[config.mk]
export PLATFORM = sky130hd
export DESIGN_NAME = crono_timer_flat
export DESIGN_NICKNAME = d
export VERILOG_FILES = /design/src/rtl/crono_if.sv /design/src/rtl/crono_timer.sv /design/src/flat_wrapper.sv
export SDC_FILE = /design/constraint.sdc
export NUM_CORES = 1
export LEC_CHECK = 0
export CAP_MARGIN = 20
export CORE_MARGIN = 2
export CORE_UTILIZATION = 50
export CTS_CLUSTER_DIAMETER = 200
export DETAILED_ROUTE_END_ITERATION = 16
export PLACE_DENSITY = 0.79
export SYNTH_ARGS = -nofsm -noshare
export SYNTH_HDL_FRONTEND = slang
export SYNTH_SLANG_ARGS = --single-unit
[constraint.sdc]
create_clock -name clk -period 2.74 [get_ports clk]
set_input_delay 0.548 -clock clk [delete_from_list [all_inputs] [get_ports clk]]
set_output_delay 0.548 -clock clk [all_outputs]
set_load 0.01 [all_outputs]
[src/rtl/crono_if.sv]
// crono_if: chronometer command bus between the control FSM (master) and the countdown timer (slave).
interface crono_if;
    logic       WR_inistop;
    logic [2:0] inistop;
    logic [7:0] dir;
    logic       preset_load;
    logic [7:0] preset_hh;
    logic [7:0] preset_mm;
    logic [7:0] preset_ss;
    logic       crono_end;
    logic       running;
    logic       load_err;
    logic [7:0] cnt_hh;
    logic [7:0] cnt_mm;
    logic [7:0] cnt_ss;
    modport master (
        output WR_inistop, inistop, dir, preset_load, preset_hh, preset_mm, preset_ss,
        input  crono_end, running, load_err, cnt_hh, cnt_mm, cnt_ss
    );
    modport slave (
        input  WR_inistop, inistop, dir, preset_load, preset_hh, preset_mm, preset_ss,
        output crono_end, running, load_err, cnt_hh, cnt_mm, cnt_ss
    );
endinterface

[src/rtl/crono_timer.sv]
// crono_timer: BCD HH:MM:SS countdown that answers start/stop commands and flags expiry on crono_end.
module crono_timer #(
    parameter int unsigned TICK_DIV = 100000000,
    parameter logic [7:0]  ADDR     = 8'h00
) (
    input logic   clk,
    input logic   reset,
    crono_if.slave bus
);
    localparam int PW = $clog2(TICK_DIV);
    typedef enum logic [1:0] {IDLE, RUN, DONE} state_t;
    state_t        state;
    logic [23:0]   preset;
    logic [23:0]   count;
    logic [23:0]   dec;
    logic [PW-1:0] presc;
    logic          wr_q;
    logic          crono_end;
    logic          running;
    logic          load_err;
    logic          cmd_stb;
    logic          start;
    logic          stop;
    logic          tick;
    logic          load_ok;

    function automatic logic [7:0] dec_bcd(input logic [7:0] v, input logic [7:0] wrap);
        return (v == 8'h00) ? wrap : (v[3:0] == 4'h0) ? {v[7:4] - 4'd1, 4'h9} : v - 8'd1;
    endfunction

    function automatic logic bcd_ok(input logic [7:0] v, input logic [7:0] max);
        return (v[3:0] <= 4'd9) && (v[7:4] <= 4'd9) && (v <= max);
    endfunction

    assign cmd_stb = bus.WR_inistop & ~wr_q & (bus.dir == ADDR);
    assign start   = cmd_stb & (bus.inistop == 3'b101);
    assign stop    = cmd_stb & (bus.inistop == 3'b110);
    assign tick    = presc == PW'(TICK_DIV - 1);
    assign load_ok = bcd_ok(bus.preset_hh, 8'h23) && bcd_ok(bus.preset_mm, 8'h59) && bcd_ok(bus.preset_ss, 8'h59);
    // Borrows ripple only through fields that are already zero
    assign dec[7:0]   = dec_bcd(count[7:0], 8'h59);
    assign dec[15:8]  = (count[7:0] == 8'h00) ? dec_bcd(count[15:8], 8'h59) : count[15:8];
    assign dec[23:16] = (count[15:0] == 16'h0000) ? dec_bcd(count[23:16], 8'h23) : count[23:16];

    always_ff @(posedge clk or posedge reset) begin
        if (reset) begin
            state     <= IDLE;
            preset    <= '0;
            count     <= '0;
            presc     <= '0;
            wr_q      <= 1'b1;
            crono_end <= 1'b0;
            running   <= 1'b0;
            load_err  <= 1'b0;
        end else begin
            wr_q     <= bus.WR_inistop;
            load_err <= 1'b0;
            case (state)
                IDLE: begin
                    if (start && preset == 24'h0) begin
                        state     <= DONE;
                        crono_end <= 1'b1;
                    end else if (start) begin
                        state   <= RUN;
                        running <= 1'b1;
                        count   <= preset;
                        presc   <= '0;
                    end else if (bus.preset_load && !cmd_stb && load_ok) begin
                        preset <= {bus.preset_hh, bus.preset_mm, bus.preset_ss};
                        count  <= {bus.preset_hh, bus.preset_mm, bus.preset_ss};
                    end else if (bus.preset_load && !cmd_stb) begin
                        load_err <= 1'b1;
                    end
                end
                RUN: begin
                    if (stop) begin
                        state   <= IDLE;
                        running <= 1'b0;
                        count   <= preset;
                        presc   <= '0;
                    end else if (start) begin
                        count <= preset;
                        presc <= '0;
                    end else if (tick) begin
                        presc <= '0;
                        count <= dec;
                        if (dec == 24'h0) begin
                            state     <= DONE;
                            running   <= 1'b0;
                            crono_end <= 1'b1;
                        end
                    end else begin
                        presc <= presc + PW'(1);
                    end
                end
                DONE: begin
                    if (stop) begin
                        state     <= IDLE;
                        crono_end <= 1'b0;
                        count     <= preset;
                    end
                end
                default: state <= IDLE;
            endcase
        end
    end

    assign bus.crono_end = crono_end;
    assign bus.running   = running;
    assign bus.load_err  = load_err;
    assign bus.cnt_hh    = count[23:16];
    assign bus.cnt_mm    = count[15:8];
    assign bus.cnt_ss    = count[7:0];
endmodule

[src/flat_wrapper.sv]
// flat-port wrapper written by rule: the top's interface ports become plain ports
module crono_timer_flat 
#(
    parameter int unsigned TICK_DIV = 100000000,
    parameter logic [7:0]  ADDR     = 8'h00
)
  (clk, reset, bus_WR_inistop, bus_inistop, bus_dir, bus_preset_load, bus_preset_hh, bus_preset_mm, bus_preset_ss, bus_crono_end, bus_running, bus_load_err, bus_cnt_hh, bus_cnt_mm, bus_cnt_ss);
  crono_if bus_i ();
  input logic clk;
  input logic reset;
  input wire logic [$bits(bus_i.WR_inistop)-1:0] bus_WR_inistop;
  input wire logic [$bits(bus_i.inistop)-1:0] bus_inistop;
  input wire logic [$bits(bus_i.dir)-1:0] bus_dir;
  input wire logic [$bits(bus_i.preset_load)-1:0] bus_preset_load;
  input wire logic [$bits(bus_i.preset_hh)-1:0] bus_preset_hh;
  input wire logic [$bits(bus_i.preset_mm)-1:0] bus_preset_mm;
  input wire logic [$bits(bus_i.preset_ss)-1:0] bus_preset_ss;
  output wire logic [$bits(bus_i.crono_end)-1:0] bus_crono_end;
  output wire logic [$bits(bus_i.running)-1:0] bus_running;
  output wire logic [$bits(bus_i.load_err)-1:0] bus_load_err;
  output wire logic [$bits(bus_i.cnt_hh)-1:0] bus_cnt_hh;
  output wire logic [$bits(bus_i.cnt_mm)-1:0] bus_cnt_mm;
  output wire logic [$bits(bus_i.cnt_ss)-1:0] bus_cnt_ss;
  assign bus_i.WR_inistop = bus_WR_inistop;
  assign bus_i.inistop = bus_inistop;
  assign bus_i.dir = bus_dir;
  assign bus_i.preset_load = bus_preset_load;
  assign bus_i.preset_hh = bus_preset_hh;
  assign bus_i.preset_mm = bus_preset_mm;
  assign bus_i.preset_ss = bus_preset_ss;
  assign bus_crono_end = bus_i.crono_end;
  assign bus_running = bus_i.running;
  assign bus_load_err = bus_i.load_err;
  assign bus_cnt_hh = bus_i.cnt_hh;
  assign bus_cnt_mm = bus_i.cnt_mm;
  assign bus_cnt_ss = bus_i.cnt_ss;
  crono_timer #(.TICK_DIV(TICK_DIV), .ADDR(ADDR)) u_core (.clk(clk), .reset(reset), .bus(bus_i));
endmodule
==> results of run 1 <==
Yosys cell counts, types with 4 or more instances:
master    count  area share, %
a211oi_1      7            1.1
a21o_1        4           0.60
a21oi_1      28            2.8
a221oi_1     10            1.8
a222oi_1     10            2.0
a31oi_1       9            1.1
and2_1       10            1.3
and3_1        5           0.63
buf_2         7           0.70
clkbuf_1     19            1.4
dfrtp_1      80             40
ha_1         11            2.8
inv_1        19            1.4
mux2_2       21            4.7
nand2_1      34            2.6
nand2b_1      6           0.75
nand3_1      18            1.8
nand4_1      11            1.4
nor2_1       74            5.6
nor3_1       23            2.3
nor3b_1       6           0.90
nor4_1       13            1.6
nor4b_1      12            2.1
o21ai_0      34            3.4
o31ai_1      11            1.7
or4_1         4           0.60
xnor2_1      20            3.5
cell type report:
type | count | area [sq um] | area share [%]
Inverter | 19 | 72.57 | 1.030
Multi-Input combinational cell | 426 | 2923 | 41.47
Clock buffer | 11 | 141.4 | 2.006
Sequential cell | 81 | 2028 | 28.78
Clock inverter | 5 | 31.28 | 0.4438
Tap cell | 133 | 166.4 | 2.361
Timing Repair Buffer | 186 | 1685 | 23.91
worst reg2reg max path, stage by stage, from the launching register on:
cell and delay (ns):
dfrtp_1 0.40, inv_1 0.08, ha_2 0.19, nor4b_4 0.30, nand4_2 0.17, buf_4 0.17
buf_4 0.15, o21ai_2 0.14, o31ai_2 0.11, or4_4 0.56, nor4b_4 0.32, buf_4 0.19
o21ai_1 0.07
flip-flops by register name, indices dropped and copies added, names as in the netlist:
signal,count
u_core.presc,27
u_core.count,24
u_core.preset,24
u_core.state,2
u_core.bus.crono_end,1
u_core.bus.load_err,1
u_core.bus.running,1
u_core.wr_q,1
power by group:
group | total [uW] | internal [uW] | switching [uW]
logic | 4410 | 2120 | 2280
clock network | 807 | 351 | 456
registers | 1690 | 1450 | 239
total | 6900 | 3920 | 2980
how the worst max path moves through the flow:
stage	from	to	slack [ns]	cells past startpoint
4_1_cts	u_core.count[5]	u_core.bus.running	-0.15	10
5_1_grt	u_core.count[5]	u_core.state[0]	-0.23	12
3_3_place_gp	bus_dir[3]	u_core.count[22]	-0.22	10
3_5_place_dp	bus_dir[3]	u_core.count[11]	-0.33	10
2_1_floorplan	u_core.count[0]	u_core.bus.running	-0.05	8
6_report	u_core.count[5]	u_core.state[0]	-0.22	12
logic make-up (layout without fill, tap and decap cells):
group	after synthesis	in the layout	synth area share [%]
simple gates	241	241	26.31
compound gates	130	130	17.30
flops	81	81	40.70
buf+inv	49	221	4.092
mux	23	23	5.147
xor+xnor	21	21	3.691
fa+ha+maj	11	11	2.762
what timing repair did:
| item | CTS | global route |
|---|---|---|
| cloned | 0 | 3 |
| pin swaps | 11 | 9 |
| gates resized for setup | 16 | 18 |
| endpoints found under the setup margin | 4 | 46 |
| buffers inserted | 7 | 12 |
metrics by stage:
stage / hold WS, ns / power [uW] / setup TNS [ns] / setup slack (ns) / std cells
3_5_place_dp: 0.4948 / 5534 / -14.86 / -0.3293 / 823
6_report: 0.4699 / 6898 / -0.8413 / -0.2184 / 861
5_1_grt: 0.4932 / 7291 / -1.054 / -0.2320 / 861
3_3_place_gp: 0.4791 / 5395 / -8.648 / -0.2200 / 823
2_1_floorplan: 0.4502 / 3782 / -0.1872 / -0.04883 / 556
4_1_cts: 0.4705 / 6472 / -0.5803 / -0.1503 / 846
routing by layer:
layer  GRT usage (%)  up-vias  wire (um)
met2           50.23      253       7897
met3           6.042       54       1100
met1           36.68     2554       6622
li1                -     2409          -
met5               0        -          0
met4           12.64        0        617
==> impl_metrics.tcl, run 1 <==
set metrics [dict create \
    cp_data_required_time_ns 2.99 \
    cp_cell_sequence "inv_1, ha_2, nor4b_4, nand4_2, buf_4, buf_4, o21ai_2, o31ai_2, or4_4, nor4b_4, buf_4, o21ai_1" \
    die_w_um 103.8 \
    maxCapViolCount 0 \
    tightestPinTransition_ns 0.6856 \
    num_vias 5270 \
    initial_core_util_pct 51.22 \
    p_per_area_nw_per_um2 978.7 \
    rsz0062_at_grt "true" \
    crit_path_end_kind "flip-flop" \
    syn_area_sq_um 4984 \
    dieArea_sq_um 10780 \
    area_delta_synth_final_pct 41.43 \
    p_leak_uw 0.003041 \
    final_cell_mix "108 x buf_4, 80 x dfrtp_1, 74 x nor2_1" \
    finish.utilization_pct 72.44 \
    nNetsFinal 773 \
    cts_hold_buf 0 \
    numCtsBuffers 9 \
    status "finished with violations" \
    grt_pass1_wl_mm 25.74 \
    timing.final.crit_share_pct 108.0 \
    irDropWorstVdd_mv 0.5798 \
    rr_endpoint "u_core.state[0]" \
    drc 0 \
    slowest_delay_ns 0.56 \
    drive_gt1_share_pct 26.92 \
    path_common_cell "buf_4" \
    ys_seq_area_share_pct 40.70 \
    hold_path.class "input pin to async pin" \
    path_max_fanout 4 \
    clk_pin_slew_ns 0.09 \
    synthFlopType "dfrtp_1" \
    grt_pass1_vias 5163 \
    rows 36 \
    yosysWarningCount 0 \
    drt_iter0_drc 513 \
    syn_inst 556 \
    worst_setup_path_start_kind "flip-flop" \
    slowest_stage "or4_4" \
    synth_cell_type_count 57 \
    dp_hpwl_mm 11.36 \
    grt_start_max_net_pins 50 \
    reg2reg_slack_ns -0.22 \
    diodes 0 \
    ant_nets 0 \
    die_height_um 103.8 \
    critPathKind "flip-flop to flip-flop" \
    fmax_mhz 338.0 \
    worst-path-buf-inv 4 \
    drtPass1Iterations 7 \
    cts.sinks 81 \
    synth_edf_count 0 \
    avgViaCountPerCell 6.121 \
    grt_usage_pct 29.62 \
    tritoncts "built" \
    fin_ws_ns -0.2184 \
    gp_congestion 0.9757 \
    post-route-min-period_ns 2.958 \
    grt-ovfl-total 0 \
    routed_wl_mm 16.24 \
    cts_max_level 3 \
    async_flop_share_pct 100.0 \
    r2r_start "u_core.count[5]" \
    clock_path_buffers 2 \
    layout_commonest_cell "buf_4" \
    violations "negative setup slack" \
    antenna_found_initial 0 \
    cp.arrival_ns 3.21 \
    synth_fp_nets 606 \
    r2r_cells 12 \
    cts-root-buf "clkbuf_8" \
    io_pins 66 \
    finalInstanceArea_sq_um 7048 \
    syn_avg_cell_area_sq_um 8.963 \
    cp_top_family "simple AND/OR/NAND/NOR gates" \
    setup_viol 4 \
    ys_ff_latch 81 \
    core_sq_um 9729 \
    fin_skew_ns 0.01743 \
    clkLatencyLatePin_ns 0.37 \
    dpl_cell_area_sq_um 6520 \
    filler_cell_count 731 \
    portBuffers 65 \
    finalMaxSlewViolations 0 \
    slew-limit-headroom_pct 54.19 \
    wire_per_inst_um 18.86 \
    hold_viol 0 \
]
(Power assumes the default switching activity.)
==> run 2: changes to the inputs <==
Settings changed: PLACE_DENSITY 0.79 to 0.85.
==> impl_metrics.tcl, run 2 (same netlist as run 1, synthesis figures left out) <==
set metrics [dict create \
    fin_ws_ns -0.09747 \
    core_sq_um 9729 \
    timing.final.crit_share_pct 103.6 \
    slew-limit-headroom_pct 58.21 \
    portBuffers 65 \
    rows 36 \
    cts-root-buf "clkbuf_8" \
    worst_setup_path_start_kind "flip-flop" \
    hold_viol 0 \
    io_pins 66 \
    cp.arrival_ns 3.14 \
    numCtsBuffers 9 \
    grt_start_max_net_pins 82 \
    tightestPinTransition_ns 0.6211 \
    drc 0 \
    path_max_fanout 7 \
    crit_path_end_kind "flip-flop" \
    status "finished with violations" \
    wire_per_inst_um 18.52 \
    diodes 0 \
    tns_ns -0.3409 \
    drtPass1Iterations 6 \
    slowest_delay_ns 0.45 \
    num_vias 5077 \
    cp_data_required_time_ns 3.04 \
    clk_pin_slew_ns 0.09 \
    irDropWorstVdd_mv 0.4334 \
    finish.utilization_pct 71.19 \
    final_cell_mix "93 x buf_4, 80 x dfrtp_1, 74 x nor2_1" \
    cp_cell_sequence "buf_6, nor4_4, buf_4, nand4_4, or3_4, a211o_1, or4_4, nor4b_4, a21o_1" \
    layout_commonest_cell "buf_4" \
    grt_pass1_wl_mm 25.10 \
    area_delta_synth_final_pct 38.99 \
    avgViaCountPerCell 6.015 \
    fin_skew_ns 0.01102 \
    hold_path.class "flip-flop to flip-flop" \
    gp_congestion 1.002 \
    ant_nets 0 \
    setup_viol 4 \
    die_height_um 103.8 \
    hold_path_depth 1 \
    drive_gt1_share_pct 24.89 \
    routed_wl_mm 15.63 \
    switching_power_uw 2895 \
    dieArea_sq_um 10780 \
    top_regs "u_core.presc (27), u_core.count (24), u_core.preset (24)" \
    p_leak_uw 0.002967 \
    cts.sinks 81 \
    clkLatencyLatePin_ns 0.36 \
    critPathKind "flip-flop to flip-flop" \
    dp_cells 820 \
    post-route-min-period_ns 2.837 \
    reg2reg_slack_ns -0.1 \
    nNetsFinal 756 \
    drt_iter0_drc 402 \
    grt-ovfl-total 0 \
    crit_start "u_core.count[2]" \
    rr_endpoint "u_core.bus.crono_end" \
    p_per_area_nw_per_um2 987.1 \
    violations "negative setup slack" \
    cts_max_level 3 \
    cp-endpoint "u_core.bus.crono_end" \
    initial_core_util_pct 51.22 \
    die_w_um 103.8 \
    pwr-share-clk_pct 14.8 \
    maxCapViolCount 0 \
    final_cells 844 \
    fmax_mhz 352.4 \
    slowest_stage "or4_4" \
    p_int_uw 3942 \
    holdWs_ns 0.5172 \
    grt_pass1_vias 4927 \
    dp_hpwl_mm 11.17 \
    r2r_start "u_core.count[2]" \
    switching_share_pct 42.34 \
    tritoncts "built" \
    largest-register "u_core.presc" \
    fin_total_pwr_uw 6837 \
    combPwrFrac_pct 60.7 \
    r2r_cells 9 \
    pwr-share-seq_pct 24.5 \
    clock_path_buffers 2 \
    finalMaxSlewViolations 0 \
    rsz0062_at_grt "true" \
    antenna_found_initial 0 \
    largest_reg_flops 27 \
    grt_usage_pct 28.98 \
]
## run 2: cell count changes in the layout (fill, tap and decap cells not counted), moves of 2 or more
cell / before / now
buf_4: 108 / 93
bufinv_16: 0 / 2
clkbuf_16: 2 / 0
clkinv_2: 4 / 2
## run 2: worst min-delay path by stage
stage                           from          endpoint  slack [ns]
finish               u_core.presc[3]   u_core.presc[3]        0.52
floorplan           u_core.presc[23]  u_core.presc[23]        0.45
CTS                  u_core.presc[3]   u_core.presc[3]        0.52
global route         u_core.presc[6]   u_core.presc[6]        0.55
global placement    u_core.presc[23]  u_core.presc[23]        0.48
detailed placement   u_core.presc[3]   u_core.presc[3]        0.51
## run 2: per-stage QoR
step	worst slack (ns)	cell area (sq um)
after floorplan	-0.04883	5021
after global placement	-0.3458	6510
after detailed placement	-0.3549	6510
after CTS	-0.07765	6854
after global routing	-0.1781	6927
final	-0.09747	6927
## run 2: metal layers
metal,track usage (%),vias up,share of wire (%)
li1,-,2368,-
met1,36.19,2457,40
met2,50.38,214,50
met3,5.979,38,7.0
met4,9.073,0,2.5
met5,0,-,0
## run 2: power groups by stage
stage          Combinational [uW]  Sequential (uW)  Clock (uW)
2_1_floorplan                1980             1800           0
4_1_cts                      3990             1670        1030
3_3_place_gp                 3700             1660           0
3_5_place_dp                 3820             1680           0
5_1_grt                      4470             1690        1080
6_report                     4150             1670        1010
## run 2: layout make-up
class | count | area (sq um)
Clock buffer | 10 | 137.6
Clock inverter | 6 | 90.09
Fill cell | 703 | 2803
Inverter | 19 | 72.57
Multi-Input combinational cell | 426 | 2913
Sequential cell | 81 | 2028
Tap cell | 133 | 166.4
Timing Repair Buffer | 169 | 1519
## run 2: what timing repair did
action | 4_1_cts | 5_1_grt
resized for setup | 20 | 11
pin swaps | 4 | 4
setup buffers | 2 | 5
cloned | 1 | 0
setup endpoints to repair | 7 | 29
hold buffers | 0 | 0
## run 2: critical path: cells and delay by family (launching register included)
kind,cells,cell delay (ns)
buffers and inverters,2,0.32
AND/OR/NAND/NOR,5,1.57
flip-flops,1,0.40
AO/OA/AOI/OAI,2,0.50
==> run 3: changes to the inputs <==
Settings changed: CTS_BUF_LIST set to sky130_fd_sc_hd__clkbuf_8 sky130_fd_sc_hd__clkbuf_16, HOLD_SLACK_MARGIN set to 0.08.
==> results of run 3 <==
Same layout as run 2: the final DEF is identical, and so are final timing and power.
